==> config.mk <==
export PLATFORM = sky130hd
export DESIGN_NAME = lut_sxx_chain
export DESIGN_NICKNAME = d
export VERILOG_FILES = /design/src/rtl/lut_sxx_chain.sv
export SDC_FILE = /design/constraint.sdc
export NUM_CORES = 1
export LEC_CHECK = 0
export BUFFER_PORTS_ARGS = -buffer_cell sky130_fd_sc_hd__buf_2
export CORE_UTILIZATION = 56
export CTS_CLUSTER_DIAMETER = 40
export DETAILED_ROUTE_END_ITERATION = 12
export PLACE_DENSITY = 0.76
export SLEW_MARGIN = 20
export SYNTH_ARGS = -nofsm -noshare
export SYNTH_HDL_FRONTEND = slang
export SYNTH_SLANG_ARGS = --single-unit
==> constraint.sdc <==
create_clock -name i_cclk -period 3.2 [get_ports i_cclk]
set_input_delay 0.32 -clock i_cclk [delete_from_list [all_inputs] [get_ports i_cclk]]
set_output_delay 0.32 -clock i_cclk [all_outputs]
set_load 0.005 [all_outputs]
==> src/rtl/lut_sxx_chain.sv <==
// Cascaded SXX LUT slice: STAGES LUTs of INPUTS inputs each, where every
// stage after the first takes the previous stage's result as its address MSB.
// The configuration streams in MSB-first through a valid/ready beat port into
// a shadow register and is committed to the active table in a single edge, so
// the fabric keeps evaluating the old function for the whole load.
//
// state    | meaning
// ---------+-----------------------------------------------------------
// S_IDLE   | no load in progress; beats ignored, waiting for cfg_start
// S_LOAD   | accepting beats into the shadow; abort returns to idle
// S_COMMIT | one cycle; shadow copied to active on the exiting edge
module lut_sxx_chain #(
   parameter int INPUTS  = 4,
   parameter int STAGES  = 2,
   parameter int SHIFT_W = 8,
   parameter int REG_OUT = 0,
   localparam int MEM_SIZE = 2 ** INPUTS,
   localparam int ADDR_W   = INPUTS + (STAGES - 1) * (INPUTS - 1),
   localparam int CFG_W    = STAGES * MEM_SIZE,
   localparam int BEATS    = CFG_W / SHIFT_W
) (
   input  logic               i_cclk,
   input  logic               i_rst,
   input  logic [ADDR_W-1:0]  i_addr,
   output logic               o_out,
   input  logic               i_cfg_start,
   input  logic               i_cfg_abort,
   input  logic               i_cfg_valid,
   output logic               o_cfg_ready,
   input  logic [SHIFT_W-1:0] i_cfg_data,
   output logic               o_cfg_busy,
   output logic               o_cfg_done
);

   localparam int CNT_W = (BEATS > 1) ? $clog2(BEATS) : 1;
   localparam logic [CNT_W-1:0] LAST_BEAT = CNT_W'(BEATS - 1);

   typedef enum logic [1:0] {
      S_IDLE   = 2'd0,
      S_LOAD   = 2'd1,
      S_COMMIT = 2'd2
   } state_t;

   state_t r_state;
   state_t w_state_next;

   logic [CNT_W-1:0] r_count;
   logic [CFG_W-1:0] r_shadow;
   logic [CFG_W-1:0] r_active;
   logic             r_done;
   logic             w_accept;
   logic             w_abort;
   logic [CFG_W-1:0] w_shadow_next;
   logic             w_chain;

   // State register.
   always_ff @(posedge i_cclk or posedge i_rst) begin
      if (i_rst) r_state <= S_IDLE;
      else       r_state <= w_state_next;
   end

   // Next-state decode; abort outranks a beat arriving in the same cycle.
   always_comb begin
      w_state_next = r_state;
      w_accept     = 1'b0;
      w_abort      = 1'b0;
      case (r_state)
         S_IDLE: begin
            if (i_cfg_start) w_state_next = S_LOAD;
         end
         S_LOAD: begin
            if (i_cfg_abort) begin
               w_abort      = 1'b1;
               w_state_next = S_IDLE;
            end else if (i_cfg_valid) begin
               w_accept = 1'b1;
               if (r_count == LAST_BEAT) w_state_next = S_COMMIT;
            end
         end
         S_COMMIT: w_state_next = S_IDLE;
         default:  w_state_next = S_IDLE;
      endcase
   end

   assign o_cfg_ready = (r_state == S_LOAD);
   assign o_cfg_busy  = (r_state != S_IDLE);
   assign o_cfg_done  = r_done;

   // Shift the new beat in at the bottom so the first beat lands in the MSBs.
   always_comb begin
      logic [CFG_W+SHIFT_W-1:0] w_cat;
      w_cat         = {r_shadow, i_cfg_data};
      w_shadow_next = w_cat[CFG_W-1:0];
   end

   // Beat counter, shadow, active table and the commit pulse.
   always_ff @(posedge i_cclk or posedge i_rst) begin
      if (i_rst) begin
         r_count  <= '0;
         r_shadow <= '0;
         r_active <= '0;
         r_done   <= 1'b0;
      end else begin
         if (r_state == S_IDLE && i_cfg_start) r_count <= '0;
         else if (w_accept)                    r_count <= r_count + CNT_W'(1);

         if (w_abort)       r_shadow <= '0;
         else if (w_accept) r_shadow <= w_shadow_next;

         if (r_state == S_COMMIT) r_active <= r_shadow;

         r_done <= (r_state == S_COMMIT);
      end
   end

   // Stage 0 owns the top MEM_SIZE bits of the active table and the top
   // INPUTS address bits; each later stage consumes the next INPUTS-1 bits.
   for (genvar k = 0; k < STAGES; k++) begin : g_stage
      logic [INPUTS-1:0]   w_sa;
      logic [MEM_SIZE-1:0] w_mem;
      logic                w_out;
      if (k == 0) begin : g_first
         assign w_sa = i_addr[ADDR_W-1 -: INPUTS];
      end else begin : g_next
         assign w_sa = {g_stage[k-1].w_out,
                        i_addr[ADDR_W-1-INPUTS-(k-1)*(INPUTS-1) -: INPUTS-1]};
      end
      assign w_mem = r_active[(STAGES-1-k)*MEM_SIZE +: MEM_SIZE];
      assign w_out = w_mem[w_sa];
   end

   assign w_chain = g_stage[STAGES-1].w_out;

   if (REG_OUT != 0) begin : g_reg_out
      logic r_out;
      // Output register adds one cycle of latency from addr to out.
      always_ff @(posedge i_cclk or posedge i_rst) begin
         if (i_rst) r_out <= 1'b0;
         else       r_out <= w_chain;
      end
      assign o_out = r_out;
   end else begin : g_comb_out
      assign o_out = w_chain;
   end

endmodule
---- Word level (Yosys, flattened, before mapping) ----
Cells that the tools add are included.
word-level totals
  bits in latches ......................... 0
  bits in registers ....................... 69
  input port bits ......................... 20
  memory bits (read-only) ................. 0
  memories kept ........................... 0
  memory bits (writable) .................. 0
cells by class
  shift-type cells ........................ 0
  add/sub/neg operators ................... 1
  $lt $le $gt $ge ......................... 2
  equality and inequality tests ........... 6
  bitwise operators ....................... 0
  reduce and logical (&&, ||, !) cells .... 6
  $mul .................................... 0
  mux-type cells .......................... 18
  div/mod/pow operators ................... 0
operators by type and width
  cell                   count
  $mux W32               2
  $mux W2                6
  $lt A4 B5 Y1 const B   2
  $bmux W1 S4            2
  $mux W1                7
  $reduce_bool A2 Y1     3
  $eq A2 B2 Y1 const B   2
  $pmux W2 S2            1
  $ne A3 B2 Y1 const B   1
  $ne A3 B3 Y1 const B   1
  $reduce_and A3 Y1      1
  $add A2 B1 Y2 const B  1
  $eq A2 B1 Y1 const B   1
  $logic_not A2 Y1       1
  $ne A2 B2 Y1 const B   1
  $logic_and A1 B1 Y1    1

---- Depth between registers and ports, before layout ----
Gate-level depths: netlist of run 1.
  word-level depth ........................ 5
  depth in mapped cells ................... 4
  mapped depth without buffers ............ 4

---- Worst setup path after synthesis of run 1 ----
OpenSTA, ideal clock, no wires.
  path type ............................... input to output
  from .................................... input port i_addr[5]
  to ...................................... output port o_out
  stages .................................. 3
  buffers on the path ..................... 0
  data arrival time ....................... 1.540 ns
  setup slack ............................. 1.340 ns
  cell sequence ........................... mux4_1 > mux4_2 > mux4_1
between the ends
  cells in the longest elaborated chain, start to end .. 4
ends and longest elaborated chain
  item                           RTL line  source
  from (decl)                    24        input logic [ADDR_W-1:0] i_addr,
  $bmux W1 S4                    129       assign w_out = w_mem[w_sa];
  $mux W1 (implied by the code)  129
  $bmux W1 S4                    129
  $mux W1 (implied by the code)  129
  to (decl)                      25        output logic o_out,
Every way passes these cells. The select of a mux whose other input is x is not followed.

---- Final worst setup path of run 1 ----
  from .................................... register r_active[23]
  to ...................................... output port o_out
between the ends
  cells in the longest elaborated chain, start to end .. 4
ends and longest elaborated chain
  item                           RTL line  source
  from (decl)                    49        logic [CFG_W-1:0] r_active;
  from (signal assigned)         110       if (r_state == S_COMMIT) r_active <= r_shadow;
  $bmux W1 S4                    129
  $mux W1 (implied by the code)  129
  $bmux W1 S4                    129
  $mux W1 (implied by the code)  129
Every way passes these cells. The select of a mux whose other input is x is not followed.

==> results of run 1 <==
==> path summary, 6_finish.rpt <==
kind                                                from                       end  slack [ns]  cells past startpoint
worst max-delay path            r_active[23]$_DFFE_PP0P_                     o_out        0.77                      4
worst min-delay path                               i_rst   r_shadow[0]$_DFFE_PP0P_        0.02                      2
worst max register to register    r_state[1]$_DFFE_PP0P_  r_shadow[26]$_DFFE_PP0P_        1.20                      3
worst min register to register  r_active[22]$_DFFE_PP0P_  r_active[22]$_DFFE_PP0P_        0.50                      1
max in group asynchronous                          i_rst  r_shadow[27]$_DFFE_PP0P_        2.25                      3
min in group i_cclk                          i_cfg_start    r_count[0]$_DFFE_PP0P_        0.18                      2
==> registers in the layout, summed over array words and instances (netlist names) <==
signal      flops
r_active       32
r_shadow       32
r_count         2
r_state         2
o_cfg_done      1
==> per-layer routing <==
| metal | vias to the layer above | global-route usage (%) | wire [um] |
|---|---|---|---|
| li1 | 714 | - | - |
| met1 | 807 | 28.9 | 2210 |
| met2 | 32 | 30.8 | 2300 |
| met3 | 10 | 6.81 | 159 |
| met4 | 0 | 8.06 | 87 |
| met5 | - | 0 | 0 |
==> placed cells by master, fill, tap and decap left out <==
cell | synthesis | final
dfrtp_1 | 69 | 69
mux2i_1 | 2 | 2
mux4_2 | 5 | 5
mux4_1 | 5 | 5
nor2b_2 | 0 | 1
xnor2_1 | 1 | 1
nor2b_1 | 2 | 1
o21ai_2 | 0 | 1
clkbuf_1 | 9 | 1
inv_2 | 0 | 1
and2_1 | 1 | 1
nor4bb_4 | 0 | 1
nor2_1 | 2 | 2
buf_4 | 0 | 4
a21oi_1 | 3 | 3
a22o_1 | 32 | 32
ha_1 | 1 | 1
buf_2 | 1 | 23
clkbuf_8 | 0 | 11
mux2_2 | 32 | 32
clkinv_2 | 0 | 2
inv_1 | 3 | 2
==> final cells by class <==
class | count | area (um^2)
flip-flops and latches | 69 | 1730
well taps | 67 | 83.8
clock inverters | 2 | 10.0
fillers | 337 | 1590
clock buffers | 12 | 155
inverters | 3 | 11.3
repair buffers | 27 | 145
multi-input cells | 88 | 1000
==> power groups by stage <==
stage               Sequential, mW  Clock [mW]  Combinational (mW)
global placement             0.947           0               0.116
finish                       0.934       0.598               0.120
CTS                          0.934       0.612               0.123
floorplan                    0.940           0              0.0797
global route                 0.938       0.658               0.134
detailed placement           0.950           0               0.122
==> stage by stage <==
stage | power (mW) | cells | setup WS, ns
6_report | 1.65 | 268 | 0.770
5_1_grt | 1.73 | 268 | 0.685
4_1_cts | 1.67 | 268 | 0.719
3_5_place_dp | 1.07 | 254 | 0.950
3_3_place_gp | 1.06 | 254 | 0.973
2_1_floorplan | 1.02 | 171 | 1.14
==> kinds of logic (layout without fill, tap and decap cells) <==
group	Yosys count	after routing	synth area share [%]
AO/OA/AOI/OAI	36	36	10.9
AND/OR/NAND/NOR	6	6	1.31
adder cells (fa/ha/maj)	1	1	0.453
XOR/XNOR	1	1	0.317
buffers and inverters	14	44	1.95
multiplexers	44	44	22.6
flip-flops	69	69	62.5
==> impl_metrics.csv, run 1 <==
group,metric,value,unit
clocking,clk_latency,0.33,ns
detailed_routing,drt_wl_total,4760,um
clocking,root_buffer,"clkbuf_8",
die,rows,25,
detailed_routing,routed_via_density,5.83,
layout,nets,219,
timing,fmax,411,MHz
die,start_util,58.5,%
detailed_routing,drt_iter0_drc,71,
clocking,cts_tree,"built",
timing,skew,0.00765,ns
timing,fin_setup_tns,0,ns
synthesis,yosysSeqAreaShare,62.5,%
synthesis,ys_ff_latch,69,
worst_setup_path,crit_top_cell,"mux4_1",
timing,tightestPinTransition,1.04,ns
synthesis,synth_top_area_share,62.5,%
layout,drive_gt1_share,40.3,%
timing,setup-violations-final,0,
worst_setup_path,critical-path-max-stage-delay,0.50,ns
grt,grt_usage,20.8,%
clocking,clock_path_buffers,2,
clocking,post-cts-setup-buffer-count,0,
synthesis,syn_area,2760,um^2
synthesis,synthFlopType,"dfrtp_1",
grt,grt_max_degree,44,
timing,relSlewSlack,30.8,%
layout,syn_to_final_growth,13.5,%
run_status,status,"finished, final reports clean",
clocking,clk_pin_slew_worst_paths,0.07,ns
synthesis,synth_edf_count,0,
clocking,htree_levels,3,
die,core,4720,um^2
detailed_routing,first_pass_iters,4,
timing,holdWs,0.0194,ns
synthesis,syn_nets,192,
placed_design,portBuffers,23,
grt,grt-ovfl-total,0,
detailed_routing,num_vias,1563,
power_and_ir_drop,swShare,23.0,%
synthesis,synth_common_cells,"dfrtp_1, a22o_1, mux2_2",
worst_setup_path,cp_top_family,"multiplexers",
timing,drv_slew,0,
grt,grt_pass1_wl,7850,um
die,ios,24,
flow_run,cap_violations,0,
die,dieArea,5220,um^2
worst_setup_path,required,2.88,ns
clocking,cts_buffers,9,
timing,grt_setup_unrepaired,"no",
detailed_routing,wire_per_inst,17.7,um
placed_design,routabilityCongestion,0.725,
die,dieWidth,72.2,um
power_and_ir_drop,peakVddDrop,0.346,mV
grt,antenna_found_initial,0,
timing,period_share,76.0,%
placed_design,place_area,2970,um^2
worst_setup_path,start_kind,"register",
power_and_ir_drop,p_comb_share,7.2,%
power_and_ir_drop,switching_power,379,uW
power_and_ir_drop,power.leakage,1.59,nW
worst_setup_path,crit_chain,"mux4_1, mux4_2, mux4_1, buf_2",
detailed_routing,drc,0,
synthesis,avgSynthCellArea,16.2,um^2
power_and_ir_drop,p_clk_share,36.2,%
synthesis,ys_async_sr_fraction,100,%
synthesis,synthTopCellsByArea,"dfrtp_1, mux2_2, a22o_1, mux4_1, mux4_2",
synthesis,synth.most_common_cell,"dfrtp_1",
worst_setup_path,end_kind,"output pin",
power_and_ir_drop,seqPwrFrac,56.5,%
worst_setup_path,critPathKind,"reg2out",
die,chipHeight,72.2,um
clocking,post_cts_resized,0,
layout,final_core_util,66.4,%
grt,grt_pass1_vias,1595,
layout,postLayoutCellArea,3140,um^2
layout,antenna_cells,0,
timing,post-route-min-period,2.43,ns
timing,hold_violations,0,
power_and_ir_drop,internal_power,1.27,mW
synthesis,synth_area_leader_cell,"dfrtp_1",
power_and_ir_drop,power_density,527,nW/um^2
worst_hold_path,hp-class,"in2async",
worst_setup_path,arrival,2.11,ns
clocking,cts_hold_buf,0,
synthesis,synth_cell_types,18,
clocking,numClockSinks,69,
worst_setup_path,path_max_fanout,2,
worst_setup_path,crit_slowest_cell,"mux4_1",
worst_setup_path,path_buf_inv,1,
synthesis,synth_cells,171,
detailed_routing,ant_nets,0,
synthesis,yosysWarnings,0,
(Power assumes the default switching activity.)
==> run 2, diff against run 1 <==
==> constraint.sdc (replaced) <==
create_clock -name i_cclk -period 2.35 [get_ports i_cclk]
set_input_delay 0.235 -clock i_cclk [delete_from_list [all_inputs] [get_ports i_cclk]]
set_output_delay 0.235 -clock i_cclk [all_outputs]
set_load 0.005 [all_outputs]
==> run 2 against run 1 <==
  * Global-route usage rose by 1.3 points
  * Cell count rose by 1.1%
  * Clock-buffer cell count up 2
  * Non-clock buffer count up 2
  * Register-to-register slack got worse by 0.39 ns
  * Clock power up 43%
  * Final area increased by 1.4%
  * Routed wire length increased by 1.2%
  * Worst hold slack gained 0.071 ns
  * Critical path depth unchanged
  * Total power is 39% higher
  * Sequential power rose by 36%
  * Critical path type unchanged
  * Critical endpoint unchanged
  * Largest cell class unchanged
  * Largest power group unchanged
==> impl_metrics.csv, run 2 (synthesis results as in run 1) <==
group,metric,value,unit
detailed_routing,routed_via_density,5.75,
layout,final_common_cell,"dfrtp_1",
worst_setup_path,required,2.12,ns
power_and_ir_drop,p_comb_share,7.3,%
worst_setup_path,path_max_fanout,2,
run_status,status,"finished, final reports clean",
power_and_ir_drop,p_clk_share,37.3,%
timing,tightestPinTransition,0.601,ns
power_and_ir_drop,internal_power,1.77,mW
worst_setup_path,r2r_cells,4,
power_and_ir_drop,switching_power,524,uW
grt,grt_usage,22.1,%
detailed_routing,ant_nets,0,
worst_setup_path,r2r_setup_slack,0.81,ns
power_and_ir_drop,peakVddDrop,0.575,mV
timing,skew,0.00450,ns
power_and_ir_drop,p_total,2.30,mW
worst_setup_path,arrival,2.10,ns
clocking,cts_tree,"built",
grt,grt-ovfl-total,0,
placed_design,portBuffers,23,
die,dieWidth,72.2,um
flow_run,cap_violations,0,
clocking,clock_path_buffers,2,
layout,regArea,1730,um^2
clocking,numClockSinks,69,
layout,antenna_cells,0,
layout,nets,221,
layout,top_regs,"r_active x32, r_shadow x32",
layout,final_cell_mix,"dfrtp_1, mux2_2, a22o_1, buf_2, clkbuf_8",
timing,period_share,99.4,%
clocking,root_buffer,"clkbuf_8",
detailed_routing,drt_wl_total,4810,um
clocking,clk_latency,0.34,ns
grt,grt_max_degree,42,
worst_hold_path,worstHoldPathCells,2,
power_and_ir_drop,power_density,723,nW/um^2
detailed_routing,wire_per_inst,17.8,um
die,core,4720,um^2
timing,post-route-min-period,2.33,ns
die,chipHeight,72.2,um
layout,fillers,333,
power_and_ir_drop,power.leakage,1.61,nW
grt,grt_pass1_vias,1663,
timing,relSlewSlack,59.9,%
grt,antenna_found_initial,0,
timing,grt_setup_unrepaired,"yes",
layout,final_cells,271,
timing,setup-violations-final,0,
detailed_routing,drc,0,
layout,drive_gt1_share,40.2,%
clocking,post_cts_resized,0,
placed_design,dpl.cell_count,254,
placed_design,dp_hpwl,3240,um
die,start_util,58.5,%
timing,hold_violations,0,
detailed_routing,first_pass_iters,4,
clocking,htree_levels,3,
placed_design,routabilityCongestion,0.729,
detailed_routing,drt_iter0_drc,75,
worst_hold_path,hp-class,"in2reg",
worst_setup_path,critPathKind,"reg2out",
power_and_ir_drop,swShare,22.8,%
die,ios,24,
clocking,cts_buffers,9,
grt,grt_pass1_wl,8250,um
layout,multi_input_area,1000,um^2
timing,drv_slew,0,
timing,fmax,428,MHz
worst_setup_path,end_kind,"output pin",
clocking,clk_pin_slew_worst_paths,0.06,ns
detailed_routing,num_vias,1557,
power_and_ir_drop,seqPwrFrac,55.3,%
die,dieArea,5220,um^2
die,rows,25,
layout,syn_to_final_growth,15.0,%
worst_setup_path,start_kind,"register",
==> run 2: changes by cell type in the layout (fill, tap and decap cells not counted), sizes merged <==
cell	previous run	this run
clkinv	2	1
buf	27	28
clkbuf	12	14
dlygate4sd3	0	1
==> run 2: stage by stage <==
stage                     hold slack (ns)  cell area, um^2  setup slack (ns)  utilization, %  setup TNS, ns
after CTS                          0.0819             3180           -0.0284            67.3        -0.0284
after floorplan                     0.317             2760             0.375               -              0
after global routing               0.0999             3180           -0.0515            67.3        -0.0515
after detailed placement            0.338             2980             0.274            63.2              0
after global placement              0.321             2980             0.288            63.2              0
final                              0.0909             3180            0.0152            67.3              0
==> run 2: critical path, cell delays in order, from the launching register on <==
cell,delay [ns]
dfrtp_1,0.39
mux4_1,0.50
mux4_2,0.49
mux4_1,0.25
buf_2,0.14
==> run 2: cell type report <==
type / instances / share of cell area (%)
Clock buffer: 14 / 5.43
Clock inverter: 1 / 0.157
Inverter: 3 / 0.354
Multi-Input combinational cell: 88 / 31.6
Sequential cell: 69 / 54.3
Tap cell: 67 / 2.64
Timing Repair Buffer: 29 / 5.51
==> run 2: routing by layer <==
layer | GRT usage (%) | up-vias | wire length [um]
met5 | 0 | - | 0
met4 | 13.5 | 0 | 152
met3 | 4.86 | 14 | 130
li1 | - | 717 | -
met1 | 29.8 | 798 | 2150
met2 | 33.1 | 28 | 2380
==> run 2: worst paths after layout <==
path | startpoint | to
max reg2reg | r_state[1]$_DFFE_PP0P_ | r_count[1]$_DFFE_PP0P_
min | i_cfg_start | r_count[0]$_DFFE_PP0P_
min reg2reg | r_active[19]$_DFFE_PP0P_ | r_active[19]$_DFFE_PP0P_
max | r_active[20]$_DFFE_PP0P_ | o_out
min in group asynchronous | i_rst | r_count[0]$_DFFE_PP0P_
max in group asynchronous | i_rst | r_shadow[22]$_DFFE_PP0P_
==> run 2: timing repair <==
| item | in CTS | in global routing |
|---|---|---|
| hold endpoints to repair | 28 | 0 |
| endpoints found under the setup margin | 1 | 1 |
| buffers inserted | 1 | 0 |
| pin swaps | 0 | 0 |
| hold buffers | 1 | 0 |
==> run 2: power groups by stage <==
stage / sequential, mW / combinational (mW) / clock (mW)
after CTS: 1.27 / 0.172 / 0.874
after global routing: 1.28 / 0.189 / 0.924
after floorplan: 1.28 / 0.109 / 0
final: 1.27 / 0.168 / 0.858
after global placement: 1.29 / 0.158 / 0
after detailed placement: 1.29 / 0.170 / 0
==> run 3, diff against run 2 <==
==> constraint.sdc (replaced) <==
create_clock -name i_cclk -period 2.95 [get_ports i_cclk]
set_input_delay 0.295 -clock i_cclk [delete_from_list [all_inputs] [get_ports i_cclk]]
set_output_delay 0.295 -clock i_cclk [all_outputs]
set_load 0.005 [all_outputs]
==> run 3 against run 2 <==
  * Critical path depth did not move
  * Sequential cell count did not move
  * Sequential share of layout area rose by 0.50 points
  * Cell count did not move
  * Sequential power fell by 20%
  * Total power fell by 21%
  * Utilization fell by 0.61 points
  * Die area did not move
  * Routed wire length rose by 3.6%
  * Clock-buffer cell count rose by 1
  * Combinational power fell by 23%
  * Register-to-register slack improved by 0.17 ns
  * Critical path type unchanged
  * Critical endpoint unchanged
  * Largest cell class unchanged
  * Highest routed layer unchanged
==> impl_metrics.csv, run 3 (synthesis results as in run 1) <==
group,metric,value,unit
clocking,cts_hold_buf,0,
power_and_ir_drop,peakVddDrop,0.361,mV
worst_setup_path,r2r_cells,3,
layout,top_regs,"r_active x32, r_shadow x32",
detailed_routing,route.met3.wl,145,um
layout,final_common_cell,"dfrtp_1",
detailed_routing,route.met2.wl,2550,um
detailed_routing,num_vias,1562,
timing,fin_setup_tns,0,ns
worst_setup_path,cp_num_cells,4,
grt,grt_pass1_wl,8560,um
worst_setup_path,critical-path-max-stage-delay,0.51,ns
detailed_routing,drc,0,
detailed_routing,routed_via_density,5.76,
die,core,4720,um^2
timing,setup-violations-final,0,
timing,tightestPinTransition,1.01,ns
detailed_routing,drt_wl_total,4980,um
clocking,clk_pin_slew_worst_paths,0.07,ns
clocking,root_buffer,"clkbuf_8",
worst_hold_path,hp-class,"in2async",
clocking,clk_latency,0.34,ns
timing,fmax,410,MHz
placed_design,routabilityCongestion,0.707,
worst_setup_path,end_kind,"output pin",
clocking,htree_levels,3,
timing,post-route-min-period,2.44,ns
die,start_util,58.5,%
detailed_routing,drt_iter0_drc,114,
run_status,status,"finished, final reports clean",
detailed_routing,ant_nets,0,
placed_design,dp_hpwl,3370,um
worst_setup_path,path_buf_inv,1,
clocking,post_cts_resized,0,
die,rows,25,
power_and_ir_drop,power_density,576,nW/um^2
grt,grt_pass1_vias,1688,
placed_design,portBuffers,23,
clocking,clock_path_buffers,2,
flow_run,cap_violations,0,
grt,antenna_found_initial,0,
worst_setup_path,crit_top_cell,"mux4_1",
die,dieWidth,72.2,um
layout,syn_to_final_growth,14.0,%
grt,grt_usage,22.9,%
layout,final_cell_mix,"dfrtp_1, mux2_2, a22o_1, buf_2, clkbuf_8",
layout,final_core_util,66.7,%
power_and_ir_drop,power.leakage,1.59,nW
timing,skew,0.00564,ns
worst_setup_path,cp_top_family,"multiplexers",
worst_setup_path,arrival,2.14,ns
worst_setup_path,start_kind,"register",
worst_setup_path,crit_slowest_cell,"mux4_2",
die,dieArea,5220,um^2
grt,grt-ovfl-total,0,
clocking,cts_buffers,9,
worst_setup_path,required,2.65,ns
clocking,cts_tree,"built",
timing,period_share,82.6,%
worst_setup_path,critPathKind,"reg2out",
detailed_routing,wire_per_inst,18.4,um
grt,grt_max_degree,38,
detailed_routing,m1WireLength,2230,um
clocking,numClockSinks,69,
clocking,post-cts-setup-buffer-count,0,
timing,relSlewSlack,32.6,%
layout,drive_gt1_share,39.7,%
timing,grt_setup_unrepaired,"no",
detailed_routing,first_pass_iters,4,
worst_setup_path,crit_chain,"mux4_1, mux4_2, mux4_1, buf_2",
timing,drv_slew,0,
timing,holdWs,0.0855,ns
layout,nets,220,
detailed_routing,top_layer,"met4",
worst_setup_path,path_max_fanout,2,
die,chipHeight,72.2,um
timing,hold_violations,0,
die,ios,24,
layout,antenna_cells,0,
[run 3: changes by cell type in the layout (fill, tap and decap cells not counted), sizes merged]
cell         previous run  this run
clkbuf                 14        15
dlygate4sd3             1         0
[run 3: area by class of cell]
class | instances | area [um^2]
fill | 340 | 1570
inverter | 3 | 11.3
timing repair buffer | 28 | 153
tap | 67 | 83.8
clock inverter | 1 | 5.00
sequential | 69 | 1730
multi-input combinational | 88 | 1000
clock buffer | 15 | 166
[run 3: worst register-to-register path: cells and delay by family, from the launching register on]
kind | cells | cell delay (ns)
AO/OA/AOI/OAI | 1 | 0.17
buffers and inverters | 1 | 0.38
AND/OR/NAND/NOR | 1 | 0.92
flip-flops | 1 | 0.44
[run 3: path summary, 6_finish.rpt]
| kind | from | to | slack, ns |
|---|---|---|---|
| worst min-delay path | i_rst | r_active[2]$_DFFE_PP0P_ | 0.09 |
| worst max-delay path | r_active[23]$_DFFE_PP0P_ | o_out | 0.51 |
| worst min register to register | r_active[16]$_DFFE_PP0P_ | r_active[16]$_DFFE_PP0P_ | 0.51 |
| min in group i_cclk | i_cfg_start | r_count[0]$_DFFE_PP0P_ | 0.15 |
| max in group asynchronous | i_rst | r_shadow[11]$_DFFE_PP0P_ | 2.14 |
| worst max register to register | r_state[1]$_DFFE_PP0P_ | r_shadow[25]$_DFFE_PP0P_ | 0.98 |
[run 3: per-layer routing]
metal	vias up	global-route usage [%]
li1	709	-
met1	821	29.8
met2	25	36.8
met3	7	6.25
met4	0	9.80
met5	-	0
[run 3: stage by stage]
stage | std cells | setup slack (ns) | area (um^2) | power (mW)
floorplan | 171 | 0.915 | 2760 | 1.11
global placement | 255 | 0.764 | 2980 | 1.15
detailed placement | 255 | 0.747 | 2980 | 1.16
CTS | 271 | 0.489 | 3150 | 1.84
global route | 271 | 0.450 | 3150 | 1.89
finish | 271 | 0.514 | 3150 | 1.81
[run 3: where the power goes]
group / switching [mW] / total [mW] / internal [mW]
registers: 0.0306 / 1.01 / 0.983
logic: 0.0706 / 0.130 / 0.0598
clock network: 0.319 / 0.671 / 0.351
